===== src/rtl/obtc_pkg.sv =====
// ============================================================================
// obtc_pkg : shared types and defaults for the oBTC miner datapath
// Rev 1.0
// ============================================================================
`default_nettype none

package obtc_pkg;

  localparam int ROWS_DEF  = 64;
  localparam int PE_W_DEF  = 14;
  localparam int SHIFT_DEF = 10;

  typedef enum logic [1:0] {IDLE, COLLECT, OUTPUT} collect_state_t;

  typedef logic [255:0] hash_t;

  // Group counter width, never narrower than one bit.
  function automatic int grp_width(input int ngroup);
    return (ngroup > 1) ? $clog2(ngroup) : 1;
  endfunction

endpackage

`default_nettype wire


===== src/rtl/pe_nibble_xor.sv =====
// ============================================================================
// pe_nibble_xor : reduces NPE PE sums to nibbles and XORs them with hash nibbles
// Rev 1.0
// ============================================================================
`default_nettype none

module pe_nibble_xor #(
  parameter int NPE   = 16,
  parameter int PE_W  = 14,
  parameter int SHIFT = 10
) (
  input  logic [NPE*PE_W-1:0] sum_i,
  input  logic [NPE*4-1:0]    hash_nib_i,
  output logic [NPE*4-1:0]    nib_o
);

  logic [NPE-1:0] w_unused_bits;

  for (genvar k = 0; k < NPE; k++) begin : g_lane
    logic [PE_W-1:0] w_sum;
    assign w_sum = sum_i[k*PE_W +: PE_W];
    assign nib_o[k*4 +: 4] = hash_nib_i[k*4 +: 4] ^ w_sum[SHIFT +: 4];
    // Bits outside the selected nibble are intentionally dropped.
    assign w_unused_bits[k] = ^w_sum;
  end

endmodule

`default_nettype wire


===== src/rtl/pe_result_collector.sv =====
// ============================================================================
// pe_result_collector : gathers PE group sums, XORs with latched hash, and
// hands the assembled result downstream over valid/ready
// Rev 1.0
// ============================================================================
`default_nettype none

module pe_result_collector
  import obtc_pkg::*;
#(
  parameter int ROWS  = ROWS_DEF,
  parameter int NPE   = 16,
  parameter int PE_W  = PE_W_DEF,
  parameter int SHIFT = SHIFT_DEF
) (
  input  logic                clk,
  input  logic                rst,
  input  logic                start_i,
  input  logic [ROWS*4-1:0]   hash_i,
  input  logic [NPE*PE_W-1:0] pe_sum_i,
  input  logic                pe_valid_i,
  output logic                pe_ready_o,
  output logic                pe_clr_o,
  output logic                busy_o,
  output logic [ROWS*4-1:0]   res_o,
  output logic                res_valid_o,
  input  logic                res_ready_i
);

  localparam int NGROUP = ROWS / NPE;
  localparam int GW     = grp_width(NGROUP);
  localparam int BW     = $clog2(ROWS * 4);

  localparam logic [1:0] S_IDLE    = IDLE;
  localparam logic [1:0] S_COLLECT = COLLECT;
  localparam logic [1:0] S_OUTPUT  = OUTPUT;

  localparam logic [GW-1:0] c_last_grp = GW'(NGROUP - 1);

  logic [1:0]        r_state;
  logic [GW-1:0]     r_grp;
  logic [ROWS*4-1:0] r_hash;
  logic [ROWS*4-1:0] r_res;
  logic              r_clr;

  logic              w_accept;
  logic [BW-1:0]     w_base;
  logic [NPE*4-1:0]  w_xor;

  assign pe_ready_o  = (r_state == S_COLLECT);
  assign busy_o      = (r_state != S_IDLE);
  assign res_valid_o = (r_state == S_OUTPUT);
  assign pe_clr_o    = r_clr;
  assign res_o       = r_res;

  assign w_accept = pe_valid_i & pe_ready_o;
  // Bit offset of the current group's nibbles within hash and result.
  assign w_base   = BW'(r_grp) * BW'(NPE * 4);

  pe_nibble_xor #(
    .NPE   (NPE),
    .PE_W  (PE_W),
    .SHIFT (SHIFT)
  ) u_nibble_xor (
    .sum_i      (pe_sum_i),
    .hash_nib_i (r_hash[w_base +: NPE*4]),
    .nib_o      (w_xor)
  );

  always_ff @(posedge clk) begin
    if (rst) begin
      r_state <= S_IDLE;
      r_grp   <= '0;
      r_hash  <= '0;
      r_res   <= '0;
      r_clr   <= 1'b0;
    end else begin
      r_clr <= w_accept;
      case (r_state)
        S_IDLE: begin
          if (start_i) begin
            r_hash  <= hash_i;
            r_res   <= '0;
            r_grp   <= '0;
            r_state <= S_COLLECT;
          end
        end
        S_COLLECT: begin
          if (w_accept) begin
            r_res[w_base +: NPE*4] <= w_xor;
            if (r_grp == c_last_grp) begin
              r_grp   <= '0;
              r_state <= S_OUTPUT;
            end else begin
              r_grp <= r_grp + 1'b1;
            end
          end
        end
        S_OUTPUT: begin
          if (res_ready_i) r_state <= S_IDLE;
        end
        default: r_state <= S_IDLE;
      endcase
    end
  end

endmodule

`default_nettype wire

===== config.mk =====
export PLATFORM = sky130hd
export DESIGN_NAME = pe_result_collector
export DESIGN_NICKNAME = d
export VERILOG_FILES = /design/src/rtl/obtc_pkg.sv /design/src/rtl/pe_nibble_xor.sv /design/src/rtl/pe_result_collector.sv
export SDC_FILE = /design/constraint.sdc
export NUM_CORES = 1
export LEC_CHECK = 0
export ABC_AREA = 1
export BUFFER_PORTS_ARGS = -buffer_cell sky130_fd_sc_hd__buf_4
export CORE_AREA = 2 2 290 292
export CTS_CLUSTER_DIAMETER = 150
export DETAILED_ROUTE_END_ITERATION = 6
export DIE_AREA = 0 0 292 294
export SYNTH_ARGS = -nofsm -noshare
export SYNTH_HDL_FRONTEND = slang
export SYNTH_HIERARCHICAL = 1
export SYNTH_SLANG_ARGS = --single-unit

===== constraint.sdc =====
create_clock -name clk -period 3.4 [get_ports clk]
set_input_delay 0.68 -clock clk [delete_from_list [all_inputs] [get_ports clk]]
set_output_delay 0.68 -clock clk [all_outputs]
set_load 0.05 [all_outputs]

=== Word-level counts from Yosys, hierarchy flattened ===
Index checks and enable logic that the tools add are counted.

* Order comparisons: 0
* Bitwise logic cells: 17
* Eq/ne operators: 7
* $mul: 0
* Reduce and logical (&&, ||, !) cells: 6
* Div/mod/pow operators: 0
* Shifts and indexed selects: 3
* Add/subtract/negate cells: 2
* Multiplexer cells: 13

{| class="wikitable"
|+ Operators with widths
! kind !! count
|-
| $mux 256 || 2
|-
| $pmux 256 s2 || 1
|-
| $bwmux 256 || 1
|-
| $shift 64x10->256 const A || 1
|-
| $shiftx 256x9->64 || 1
|-
| $shiftx 64x10->256 || 1
|-
| $xor 4x4->4 || 16
|-
| $mux 2 || 7
|-
| $neg 8->10 || 1
|-
| $ne 2x1->1 const B || 3
|-
| $pmux 2 s3 || 1
|-
| $eq 2x2->1 const B || 2
|-
| $pmux 2 s2 || 1
|-
| $reduce_and 4->1 || 1
|-
| $reduce_bool 2->1 || 2
|-
| $reduce_and 3->1 || 1
|-
| $add 2x1->2 const B || 1
|-
| $eq 2x1->1 const B || 1
|-
| $logic_not 2->1 || 1
|-
| $ne 2x2->1 const B || 1
|-
| $reduce_and 2->1 || 1
|-
| $and 1x1->1 || 1
|}

* Latch bits: 0
* Memory bits (read-only): 0
* Bits in writable memories: 0
* Flip-flop bits (word level): 517
* Memories kept: 0
* Output and inout port bits: 260
* Bits of input ports: 485

=== Longest topological paths before layout ===
* Word-level depth: 6
* Depth in mapped cells: 15

=== By module ===
The synthesis kept the hierarchy.

{| class="wikitable"
|+ By module, submodules not included
! module !! instances !! cells each !! sequential area each (sq um) !! area an instance (sq um)
|-
| pe_result_collector || 1 || 3629 || 10349.9 || 23186.0
|-
| pe_nibble_xor || 1 || 320 || 0.0 || 1201.2
|}

=== Worst setup path before layout ===
Ideal clock, no wire load.

* Path type: register -> register
* Start point: register r_grp[0]
* End point: register r_res[10], in the netlist res_o[10]
* Data arrival time: 2231 ps
* Stages on the path, launching flop included: 13
* Data required time: 3336 ps
* Setup slack: 1104 ps
* Clock period less this slack: 2296 ps
* Path through: dfxtp_1 clkbuf_2 inv_1 buf_2 buf_1 ha_1 clkbuf_1 inv_1 nand2_2 buf_2 buf_2 a21oi_1 nor2_1

* Word-level cells in the longest chain between the ends: 6
* Elaborated cells on any way between the ends: 23
* Those cells by class: 1 x add/sub; 3 x shift; 3 x mux; 16 x bitwise

{| class="wikitable"
|+ Ends and longest elaborated chain
! element !! line !! text
|-
| start, declared || pe_result_collector.sv:41 || <nowiki>logic [GW-1:0] r_grp;</nowiki>
|-
| start signal, assigned || pe_result_collector.sv:95 || <nowiki>r_grp <= r_grp + 1'b1;</nowiki>
|-
| $shiftx 256x9->64 || pe_result_collector.sv:66 || <nowiki>.hash_nib_i (r_hash[w_base +: NPE*4]),</nowiki>
|-
| $xor 4x4->4 || pe_nibble_xor.sv:22 || <nowiki>assign nib_o[k*4 +: 4] = hash_nib_i[k*4 +: 4] ^ w_sum[SHIFT +: 4];</nowiki>
|-
| $shiftx 64x10->256 || pe_result_collector.sv:90 || <nowiki>r_res[w_base +: NPE*4] <= w_xor;</nowiki>
|-
| $bwmux 256 * || pe_result_collector.sv:90 ||
|-
| $mux 256 * || pe_result_collector.sv:89 || <nowiki>if (w_accept) begin</nowiki>
|-
| $pmux 256 s2 * || pe_result_collector.sv:79 || <nowiki>case (r_state)</nowiki>
|-
| end signal, assigned by index || pe_result_collector.sv:90 ||
|-
| end, declared || pe_result_collector.sv:43 || <nowiki>logic [ROWS*4-1:0] r_res;</nowiki>
|}

Mark *: on every way between the ends. The rest lies on a longest branch, timed or not. The select of a mux whose other input is x is not followed.
A chain may end at the register's enable or synchronous reset.

=== Final worst setup path ===
* Start point: register r_grp[0]
* End point: register r_res[153], in the netlist res_o[153]

Same word-level chain as after synthesis.

==> metrics.md <==
| Metric | Value |
|---|---|
| Synthesized Nets | `around 4400` |
| CTS Hold Bufs | `0` |
| WS Path Type | `flip-flop to flip-flop` |
| Met3 Track Usage GR | `0.0435` |
| Setup bufs post-CTS | `0` |
| Worst-case clock buffer depth | `3` |
| Max cap viols | `0` |
| Drt wl/cell | `approximately 17 um` |
| CP top delay family | `simple AND/OR/NAND/NOR gates` |
| Maximum resistive drop on vdd | `approximately 0.43 mV` |
| Nets | `4858` |
| Crit-path cells | `inv_4 -> ha_1 -> inv_1 -> nor2_1 -> nand3_2 -> buf_4 -> nor2_1 -> nor2_1 -> nor2_1` |
| CP max-delay cell | `nand3_2` |
| RSZ-0062 raised after global routing | `false` |
| Total Neg Setup Slack | `0 ns` |
| CP startpoint | `r_grp[0]$_SDFFE_PP0P_` |
| Worst slew margin | `0.281` |
| Vias per cell | `between 4 and 5` |
| Avg Inst Size Synth | `between 6 and 7 um^2` |
| Largest net degree at the start of global routing | `approximately 260` |
| Routed via count | `24900` |
| Routed Antenna Nets | `0` |
| Fin. max-slew vios | `0` |
| Drt first pass iters | `5` |
| WL final | `91.1 mm` |
| Reg clk slew, reported paths | `0.07 ns` |
| Crit. End Element | `flip-flop` |
| Slew @ Worst Pin | `1.08 ns` |
| Root Driver | `clkbuf_16` |
| Fin Hold WS | `0.312 ns` |
| Mapped Area | `0.0244 mm^2` |
| DRC | `0` |
| Multi-input logic area | `around 0.011 mm^2` |
| CP max stage delay | `around 0.48 ns` |
| Row cnt | `106` |
| Die width | `between 200 and 300 um` |
| Pwr dens | `between 700 and 800 mW/mm^2` |
| # setup viols final | `0` |
| Grt peak-use layer | `met2` |
| Met2 Use GR | `0.301` |
| CP most frequent cell | `nor2_1` |
| Hold Crit Class | `input port to flip-flop` |
| Worst path bufs/invs | `3` |
| Hpwl dp | `between 60 and 70 mm` |
| # port buffers | `about 580` |
| Worst r2r src | `r_grp[0]$_SDFFE_PP0P_` |
| Critical Path Start Type | `flip-flop` |
| CP required | `3.95 ns` |
| Leakage | `around 15 nW` |
| Synth unique cells | `24` |
| Sw Share | `0.417` |
| CTS Sinks | `between 500 and 600` |
| Clk pwr share | `0.281` |
| Tmin final | `2.65 ns` |
| Clock latency on the worst-skew pair | `about 0.62 ns` |
| Sw Pwr | `9.85 mW` |
| Filler cells | `8966` |
| CTS resizes | `0` |
| Hold Startpoint | `hash_i[242]` |
| Syn Inst Count | `slightly below 4000` |
| Combinational share of power | `0.389` |
| Initial antenna violation count | `7` |
| H-tree Lvls | `2` |
| Starting Density | `0.294` |
| Core area | `approximately 0.083 mm^2` |
| Final global-route overflow total | `0` |
| Die ar. | `between 0.08 and 0.09 mm^2` |
| Register area share after synthesis | `0.424` |
| Fraction of layout cells with a size suffix above 1 | `0.168` |
| Post-synthesis register bit count | `between 500 and 600` |
| Critical Path Fanout Max | `27` |
| Finished Cell Area | `0.0315 mm^2` |
| CP arrival | `between 3 and 4 ns` |
| First-pass GRT wire length | `135 mm` |
| FF+latch area | `0.0104 mm^2` |
| Die H | `a little under 300 um` |
| Initial DRC Count | `just under 2000` |
| CTS tree | `built` |
| Flop pwr share | `0.330` |
| Top-Level Pins | `between 700 and 800` |
| Vias in the first global route | `about 22000` |
| Cts bufs inserted | `between 50 and 60` |
| Placed instance area | `between 0.02 and 0.03 mm^2` |
| Final hold vios | `0` |
| Area Growth Syn to Fin | `29.4%` |
| Routability-driven placement congestion ratio | `~0.84` |
| Period utilization | `0.779` |
| Gr usage total | `0.202` |
| Status | `finished, final reports clean` |
| Int Pwr | `between 10 and 15 mW` |
| Warnings from Yosys | `6` |
| GR Util met1 | `0.291` |
| Clock skew | `about 0.017 ns` |
| Fmax | `378 MHz` |
| Total power | `roughly 24 mW` |
==> worst register-to-register path: stages (launching register included) <==
cell and delay [ns]:
dfxtp_4 0.37, inv_4 0.27, ha_1 0.46, inv_1 0.11
nor2_1 0.13, nand3_2 0.48, buf_4 0.47, nor2_1 0.15
nor2_1 0.05, nor2_1 0.10
==> cell families (layout without fill, tap and decap cells) <==
family,Yosys count,count (layout),share of synthesized area
other,0,6,0
adder cells (fa/ha/maj),6,6,0.00308
buffers and inverters,662,1124,0.109
flip-flops,517,517,0.424
AO/OA/AOI/OAI,517,517,0.109
AND/OR/NAND/NOR,2247,2247,0.354
==> metrics by stage <==
step	utilization	setup WS, ns	cells
floorplan	-	1.10	3949
global placement	0.357	0.767	5386
detailed placement	0.357	0.756	5386
CTS	0.380	0.730	5491
global route	0.381	0.511	5497
finish	0.381	0.753	5497
==> power by group through the flow <==
stage                     registers (mW)  clock network [mW]  logic [mW]
final                               7.80                6.63        9.19
after CTS                           7.79                6.80        9.22
after global routing                7.92                7.04        10.1
after global placement              7.89                   0        9.14
after detailed placement            7.92                   0        9.19
after floorplan                     9.86                   0        4.24
==> cell usage after synthesis <==
| cell | instances | area (um^2) |
|---|---|---|
| buf_1 | 18 | 67.6 |
| a21oi_1 | 68 | 340 |
| nand2_2 | 2 | 12.5 |
| clkbuf_2 | 1 | 5.00 |
| o21ai_1 | 6 | 30.0 |
| nand3_1 | 101 | 505 |
| o22ai_1 | 64 | 400 |
| inv_1 | 388 | 1460 |
| o21ai_0 | 379 | 1900 |
| nand3_2 | 3 | 30.0 |
| nor2_8 | 1 | 20.0 |
| inv_2 | 2 | 7.51 |
| nor2_1 | 1311 | 4920 |
| dfxtp_1 | 517 | 10300 |
| clkbuf_1 | 138 | 518 |
| nand2_1 | 805 | 3020 |
| ha_1 | 6 | 75.1 |
| buf_6 | 1 | 11.3 |
| buf_2 | 105 | 526 |
| nor2_2 | 2 | 12.5 |
| nand2_4 | 1 | 11.3 |
| buf_4 | 8 | 60.1 |
| clkinv_1 | 1 | 3.75 |
| nor3_1 | 21 | 105 |
==> routing by layer <==
metal,share of wire,wire length (um),vias up
met5,0,0,-
met2,0.42,38400,796
li1,-,-,12800
met3,0.079,7180,114
met1,0.47,43100,11200
met4,0.026,2390,0
==> layout by cell type (no fill, tap or decap) <==
cell | synthesis | final
nand2_2 | 2 | 1
dfxtp_4 | 0 | 1
nor2_2 | 2 | 1
nor3_1 | 21 | 21
diode_2 | 0 | 6
inv_2 | 2 | 4
clkbuf_1 | 138 | 13
o22ai_1 | 64 | 64
buf_12 | 0 | 18
nand3_1 | 101 | 101
o21ai_1 | 6 | 6
bufinv_16 | 0 | 7
clkbuf_8 | 0 | 5
clkinvlp_4 | 0 | 3
ha_2 | 0 | 1
inv_8 | 0 | 1
a21oi_1 | 68 | 68
nand2_1 | 805 | 801
inv_4 | 0 | 1
inv_6 | 0 | 5
nor2_4 | 0 | 1
clkbuf_16 | 0 | 61
dfxtp_1 | 517 | 515
nand2_8 | 0 | 1
o21ai_0 | 379 | 379
buf_4 | 8 | 610
nand2_4 | 1 | 5
clkinv_2 | 0 | 12
inv_1 | 388 | 384
dfxtp_2 | 0 | 1
ha_1 | 6 | 5
nor2_8 | 1 | 1
nor2_1 | 1311 | 1311
nand3_2 | 3 | 3
==> worst paths after layout <==
kind / slack, ns / end / depth (start not counted)
worst max-delay path: 0.75 / res_o[153]$_SDFFE_PP0P_ / 9
worst min-delay path: 0.31 / r_hash[242]$_SDFFE_PP0P_ / 3
worst max register to register: 0.75 / res_o[153]$_SDFFE_PP0P_ / 9
worst min register to register: 0.46 / res_o[59]$_SDFFE_PP0P_ / 2
==> registers in the layout, indices dropped and copies added, names as in the netlist <==
register and cells:
r_hash 256, pe_clr_o 1, res_o 256, r_state 2, r_grp 2
==> area by class of cell <==
class                   instances  area share
multi-input cells            2770       0.362
well taps                    1080      0.0428
inverters                     391      0.0470
diodes                          6    0.000476
clock buffers                  79      0.0521
repair buffers                628       0.157
clock inverters                26      0.0104
flip-flops and latches        517       0.328
Power figures use the tool's default switching activity.
